$ cat src/rtl/multi_one_pulser.sv
// Per-channel push-button synchroniser, debouncer and one-shot/auto-repeat pulser.
// Press pulse and level rise DB_CYCLES+1 edges after clkPB is first sampled high; no backpressure.
module multi_one_pulser #(
  parameter int NUM_CH      = 4,
  parameter int DB_CYCLES   = 16,
  parameter int HOLD_CYCLES = 1000,
  parameter int RPT_CYCLES  = 250
) (
  input  logic              clk,
  input  logic              rst,
  input  logic [NUM_CH-1:0] clkPB,
  input  logic [NUM_CH-1:0] rptEn,
  output logic [NUM_CH-1:0] clkEn,
  output logic [NUM_CH-1:0] level
);

  localparam int DBW    = $clog2(DB_CYCLES + 1);
  localparam int HC_MAX = (HOLD_CYCLES > RPT_CYCLES) ? HOLD_CYCLES : RPT_CYCLES;
  localparam int HCW    = $clog2(HC_MAX);

  localparam logic [DBW-1:0] DB_TC   = DBW'(DB_CYCLES - 1);
  localparam logic [HCW-1:0] HOLD_TC = HCW'(HOLD_CYCLES - 1);
  localparam logic [HCW-1:0] RPT_TC  = HCW'(RPT_CYCLES - 1);

  typedef enum logic [1:0] {IDLE, HOLD, REPEAT, RELEASE} state_t;

  for (genvar i = 0; i < NUM_CH; i++) begin : g_ch
    logic           s1_q, s1_d;
    logic           s2_q, s2_d;
    logic [DBW-1:0] dbc_q, dbc_d;
    logic           level_q, level_d;
    logic [HCW-1:0] hc_q, hc_d;
    logic           pulse_q, pulse_d;
    state_t         state_q, state_d;
    logic           rise, fall;

    always_comb begin
      s1_d    = clkPB[i];
      s2_d    = s1_q;
      level_d = level_q;
      dbc_d   = dbc_q;
      if (s2_q == level_q) begin
        dbc_d = '0;
      end else if (dbc_q == DB_TC) begin
        level_d = ~level_q;
        dbc_d   = '0;
      end else begin
        dbc_d = dbc_q + DBW'(1);
      end
    end

    // Edge events are taken from the debouncer's next state so the press
    // pulse registers on the same edge as the level rise.
    assign rise = level_d & ~level_q;
    assign fall = ~level_d & level_q;

    always_ff @(posedge clk or posedge rst) begin
      if (rst) begin
        s1_q    <= 1'b0;
        s2_q    <= 1'b0;
        dbc_q   <= '0;
        level_q <= 1'b0;
        hc_q    <= '0;
        pulse_q <= 1'b0;
        state_q <= IDLE;
      end else begin
        s1_q    <= s1_d;
        s2_q    <= s2_d;
        dbc_q   <= dbc_d;
        level_q <= level_d;
        hc_q    <= hc_d;
        pulse_q <= pulse_d;
        state_q <= state_d;
      end
    end

    // Release beats repeat-disable, which beats a due repeat pulse.
    always_comb begin
      state_d = state_q;
      case (state_q)
        IDLE:    if (rise) state_d = rptEn[i] ? HOLD : RELEASE;
        HOLD: begin
          if (fall)                 state_d = IDLE;
          else if (!rptEn[i])       state_d = RELEASE;
          else if (hc_q == HOLD_TC) state_d = REPEAT;
        end
        REPEAT: begin
          if (fall)           state_d = IDLE;
          else if (!rptEn[i]) state_d = RELEASE;
        end
        RELEASE: if (fall) state_d = IDLE;
        default: state_d = IDLE;
      endcase
    end

    always_comb begin
      pulse_d = 1'b0;
      hc_d    = hc_q;
      case (state_q)
        IDLE: begin
          if (rise) begin
            pulse_d = 1'b1;
            hc_d    = '0;
          end
        end
        HOLD: begin
          if (!fall && rptEn[i]) begin
            if (hc_q == HOLD_TC) begin
              pulse_d = 1'b1;
              hc_d    = '0;
            end else begin
              hc_d = hc_q + HCW'(1);
            end
          end
        end
        REPEAT: begin
          if (!fall && rptEn[i]) begin
            if (hc_q == RPT_TC) begin
              pulse_d = 1'b1;
              hc_d    = '0;
            end else begin
              hc_d = hc_q + HCW'(1);
            end
          end
        end
        default: begin
          pulse_d = 1'b0;
          hc_d    = hc_q;
        end
      endcase
    end

    assign clkEn[i] = pulse_q;
    assign level[i] = level_q;
  end

endmodule

$ cat config.mk
export PLATFORM = sky130hd
export DESIGN_NAME = multi_one_pulser
export DESIGN_NICKNAME = d
export VERILOG_FILES = /design/src/rtl/multi_one_pulser.sv
export SDC_FILE = /design/constraint.sdc
export NUM_CORES = 1
export LEC_CHECK = 0
export CELL_PAD_IN_SITES_DETAIL_PLACEMENT = 0
export CELL_PAD_IN_SITES_GLOBAL_PLACEMENT = 1
export CORE_UTILIZATION = 30
export DETAILED_ROUTE_END_ITERATION = 6
export GPL_ROUTABILITY_DRIVEN = 0
export PLACE_DENSITY_LB_ADDON = 0.1
export SETUP_SLACK_MARGIN = 0.15
export SYNTH_ARGS = -nofsm -noshare
export SYNTH_HDL_FRONTEND = slang
export SYNTH_SLANG_ARGS = --single-unit
$ cat constraint.sdc
create_clock -name clk -period 4.91 [get_ports clk]
set_input_delay 0.982 -clock clk [delete_from_list [all_inputs] [get_ports clk]]
set_output_delay 0.982 -clock clk [all_outputs]
set_load 0.01 [all_outputs]
Word level (Yosys, flattened, before mapping)
Cells that the tools add are included.
W data, S select, Z words.
{ "word_totals": {"reg_bits": 84} }
{ "classes": {"n_addsub": 8, "eq_ne": 52, "muxes": 100, "bitwise_logic": 16, "reduce_logical": 24} }
{ "op_table": {"columns": ["operator", "count"], "rows": [
  ["$mux W10", 20],
  ["$pmux W10 S3", 4],
  ["$mux W2", 32],
  ["$add A10 B1 Y10 const B", 4],
  ["$eq A10 B10 Y1 const B", 4],
  ["$eq A10 B8 Y1 const B", 4],
  ["$mux W5", 8],
  ["$ne A2 B2 Y1 const B", 16],
  ["$pmux W2 S4", 4],
  ["$reduce_and A4 Y1", 8],
  ["$mux W1", 28],
  ["$add A5 B1 Y5 const B", 4],
  ["$eq A5 B4 Y1 const B", 4],
  ["$eq A2 B2 Y1 const B", 8],
  ["$ne A4 B4 Y1 const B", 4],
  ["$ne A3 B3 Y1 const B", 4],
  ["$pmux W1 S3", 4],
  ["$reduce_bool A3 Y1", 4],
  ["$and A1 B1 Y1", 8],
  ["$eq A2 B1 Y1 const B", 4],
  ["$logic_not A2 Y1", 4],
  ["$not A1 Y1", 8],
  ["$eq A1 B1 Y1", 4],
  ["$logic_and A1 B1 Y1", 4],
  ["$logic_not A1 Y1", 4]
]} }

Logic depth before layout (Yosys ltp)
{ "depth": {"ltp_word": 9, "depth_mapped": 8, "mapped_depth_nobuf": 7} }

Worst setup path before layout
Ideal clock, no wire load.
{ "synth_timing": {"path_type": "input to register", "start": "input rptEn[0]", "end": "register g_ch[0].hc_q[9]", "t_arrival_ps": 2067, "required_time_ps": 4806, "setup_slack_ps": 2740, "path_stages": 6, "path_cell_list": "inv_1 > a2111o_1 > o31a_1 > or2_0 > clkbuf_2 > o41ai_2"} }
{ "synth_via": {"elab_chain_len": 3, "elab_cells_between_ends": 4} }
{ "synth_rtl": {"columns": ["item", "line_no", "source"], "rows": [
  ["start, declared", "12", "input logic [NUM_CH-1:0] rptEn,"],
  ["$logic_and A1 B1 Y1 *", "107, 117", null],
  ["$ne A2 B2 Y1 (no source line)", null, null],
  ["$reduce_and A4 Y1 (no source line) *", null, null],
  ["end signal, assigned", "63", "hc_q <= '0;"],
  ["end signal, assigned", "71", "hc_q <= hc_d;"],
  ["end, declared", "32", "logic [HCW-1:0] hc_q, hc_d;"]
]} }
Every way passes the cells marked *; elsewhere a longest branch is shown, timed or not.
A chain may end at the register's enable or synchronous reset.

Worst setup path after layout
Same ends and word-level chain as after synthesis.

==> results.sh <==
export IMPL_drtIter0Drc=198
export IMPL_p_int_mw=1.67
export IMPL_yosys_area_top_type="dfrtp_1"
export IMPL_netlist_area_leader_share=0.428
export IMPL_ys_ff_latch=84
export IMPL_routed_wl_met3_um=260
export IMPL_syn_instance_count=503
export IMPL_combinationalPowerShare=0.410
export IMPL_dr_pass1_iters=4
export IMPL_slew_limit_headroom=0.423
export IMPL_hp_class="reg -> reg"
export IMPL_setup_violations=0
export IMPL_post_cts_buffers=0
export IMPL_rows=46
export IMPL_cts_max_path_buffers=2
export IMPL_grt_pass1_wl_um=17500
export IMPL_die_w_um=130
export IMPL_first_global_vias=3622
export IMPL_syn_area_per_cell_sq_um=9.77
export IMPL_clk_latency_ns=0.34
export IMPL_final_setup_tns_ns=0
export IMPL_peakVddDrop_uv=205
export IMPL_path_clk_slew_ns=0.06
export IMPL_viasPerCell=4.97
export IMPL_synth_enable_flop_cells=0
export IMPL_max_freq_ghz=0.370
export IMPL_wl_met2_um=4550
export IMPL_cp_start_kind="input pin"
export IMPL_finalCritPeriodShare=0.551
export IMPL_grt_antenna_before_repair=0
export IMPL_start_util=0.308
export IMPL_ios=18
export IMPL_syn_num_nets=548
export IMPL_portBuffers=17
export IMPL_clkPwrFrac=0.262
export IMPL_slew_violations=0
export IMPL_ys_seq_area_frac=0.428
export IMPL_maxCapViolCount=0
export IMPL_area_growth_pct=13.6
export IMPL_grt_usage=0.133
export IMPL_h_tree_depth=3
export IMPL_grt_max_degree=49
export IMPL_finalNetCount=563
export IMPL_r2r_slack_ns=2.37
export IMPL_synthArstFlopShare=1.00
export IMPL_switching_share=0.378
export IMPL_worstSetupEndpointType="register"
export IMPL_fp_dieH_um=130
export IMPL_overflow=0
export IMPL_yosys_top_cells_area="dfrtp_1, ha_1, nand2_1, nor2_1, a21oi_1"
export IMPL_hold_viol=0
export IMPL_leakage_nw=2.42
export IMPL_cts_made_buffers=9
export IMPL_drcViolationCount=0
export IMPL_final_cell_area_sq_um=5580
export IMPL_yosysWarnings=0
export IMPL_cts_root_buffer_cell="clkbuf_16"
export IMPL_wl_met1_um=5250
export IMPL_dp_hpwl_um=7250
export IMPL_cts_hold_buf=0
export IMPL_syn_area_sq_um=4910
export IMPL_drive_gt1_frac=0.0805
export IMPL_worstPathMaxFanout=13
export IMPL_worstPathRequired_ns=5.15
export IMPL_ant_nets=0
export IMPL_status="finished, final reports clean"
export IMPL_finalCriticalPeriod_ns=2.71
export IMPL_clock_skew_ns=0.00635
export IMPL_worstHoldPathCells=0
export IMPL_ff2ff_path_depth=7
export IMPL_ys_types=68
export IMPL_worstMarginPinSlew_ns=0.864
export IMPL_dieArea_sq_um=16900
export IMPL_placed_area_sq_um=5280
export IMPL_critPathKind="in -> reg"
export IMPL_cts_tree="yes"
export IMPL_synthFlopType="dfrtp_1"
export IMPL_routed_wl_um=10200
export IMPL_routed_via_count=3667
export IMPL_switchingPower_mw=1.02
export IMPL_arrival_ns=2.95
export IMPL_fillerInstances=1644
export IMPL_powerDensity_nw_per_um2=482
export IMPL_diodes=0
export IMPL_cts_resized=0
export IMPL_seq_power_share=0.328
export IMPL_rsz0062_at_grt="false"
export IMPL_core_sq_um=15900
export IMPL_clkSinkCount=84
export IMPL_routed_top_layer="met4"
export IMPL_routedWlPerCell_um=13.9
cell families (layout without fill, tap and decap cells):
logic type	Yosys count	in the layout	share of synthesized area
mux	17	17	0.0364
simple gates	189	189	0.211
compound gates	119	119	0.168
xor+xnor	15	15	0.0267
flops	84	84	0.428
fa+ha+maj	35	35	0.0891
buf+inv	44	63	0.0418
metrics by stage:
| stage | hold slack (ns) | total power, mW | utilization | cells | worst slack (ns) |
|---|---|---|---|---|---|
| 6_report | 0.349 | 2.69 | 0.350 | 738 | 2.20 |
| 2_1_floorplan | 0.331 | 1.77 | - | 503 | 1.76 |
| 4_1_cts | 0.352 | 2.73 | 0.350 | 738 | 2.20 |
| 3_5_place_dp | 0.338 | 2.01 | 0.331 | 723 | 1.84 |
| 3_3_place_gp | 0.334 | 2.01 | 0.331 | 723 | 1.89 |
| 5_1_grt | 0.366 | 2.91 | 0.350 | 738 | 2.03 |
layer usage:
| metal | up-vias | track usage |
|---|---|---|
| met4 | 0 | 0.0534 |
| met1 | 1782 | 0.179 |
| met5 | - | 0 |
| li1 | 1840 | - |
| met3 | 14 | 0.0312 |
| met2 | 31 | 0.205 |
cells in the mapped netlist (5+ instances only):
| master | count |
|---|---|
| nor2_1 | 30 |
| nor3_1 | 6 |
| dfrtp_1 | 84 |
| nand4b_1 | 5 |
| a21oi_1 | 22 |
| nand3_1 | 18 |
| or2_2 | 8 |
| buf_4 | 8 |
| ha_1 | 35 |
| a31oi_1 | 8 |
| and3_1 | 7 |
| and2_1 | 6 |
| xnor2_1 | 9 |
| o22ai_1 | 10 |
| a21o_1 | 8 |
| or3_1 | 9 |
| nor4_1 | 7 |
| nand2_1 | 42 |
| nor2b_1 | 6 |
| o21bai_1 | 5 |
| inv_1 | 28 |
| mux2_2 | 7 |
| clkbuf_1 | 5 |
| nand2b_1 | 15 |
| nand4_1 | 10 |
| mux2i_1 | 10 |
| a22o_1 | 9 |
| xor2_1 | 6 |
| o21ai_0 | 21 |
power groups by stage:
stage | logic [mW] | clock network, mW | registers, mW
4_1_cts | 1.12 | 0.731 | 0.884
6_report | 1.10 | 0.705 | 0.883
2_1_floorplan | 0.895 | 0 | 0.871
5_1_grt | 1.25 | 0.758 | 0.898
3_5_place_dp | 1.11 | 0 | 0.896
3_3_place_gp | 1.11 | 0 | 0.895
registers in the layout (all words and copies together), names as in the netlist:
register      flops
g_ch.s1_q         4
g_ch.hc_q        40
g_ch.dbc_q       20
g_ch.state_q      8
g_ch.s2_q         4
g_ch.level_q      4
g_ch.pulse_q      4
path summary, 6_finish.rpt:
kind,from,endpoint
worst max-delay path,rptEn[0],g_ch[0].hc_q[9]
max in group asynchronous,rst,g_ch[1].state_q[0]
worst min-delay path,g_ch[2].s1_q,g_ch[2].s2_q
worst max register to register,g_ch[1].hc_q[1],g_ch[1].hc_q[7]
min in group asynchronous,rst,g_ch[2].s2_q
worst min register to register,g_ch[2].s1_q,g_ch[2].s2_q
critical path, cell delays in order:
cell	delay, ns
clkdlybuf4s50_1	0.55
inv_1	0.10
a2111o_1	0.28
o31a_1	0.23
or2_0	0.44
o41ai_2	0.36
cells in the final DEF (no fill, tap or decap), types with 5 or more instances in the layout:
cell type         n
a21o_1            8
a21oi_1          22
a22o_1            9
a31oi_1           8
and2_1            6
and3_1            7
clkbuf_16         9
clkdlybuf4s50_1  17
dfrtp_1          84
ha_1             35
inv_1            27
mux2_2            7
mux2i_1          10
nand2_1          42
nand2b_1         15
nand3_1          18
nand4_1          10
nand4b_1          5
nor2_1           30
nor2b_1           6
nor3_1            6
nor4_1            7
o21ai_0          21
o21bai_1          5
o22ai_1          10
or2_2             8
or3_1             9
xnor2_1           9
xor2_1            6
final cells by class:
cell class / instances / area [sq um] / share of cell area
Clock inverter: 1 / 30.0 / 0.00538
Sequential cell: 84 / 2100 / 0.377
Multi-Input combinational cell: 375 / 2610 / 0.467
Inverter: 28 / 106 / 0.0190
Tap cell: 216 / 270 / 0.0484
Clock buffer: 14 / 274 / 0.0491
Timing Repair Buffer: 20 / 193 / 0.0345
No activity file was read; power rests on OpenSTA's default activity.
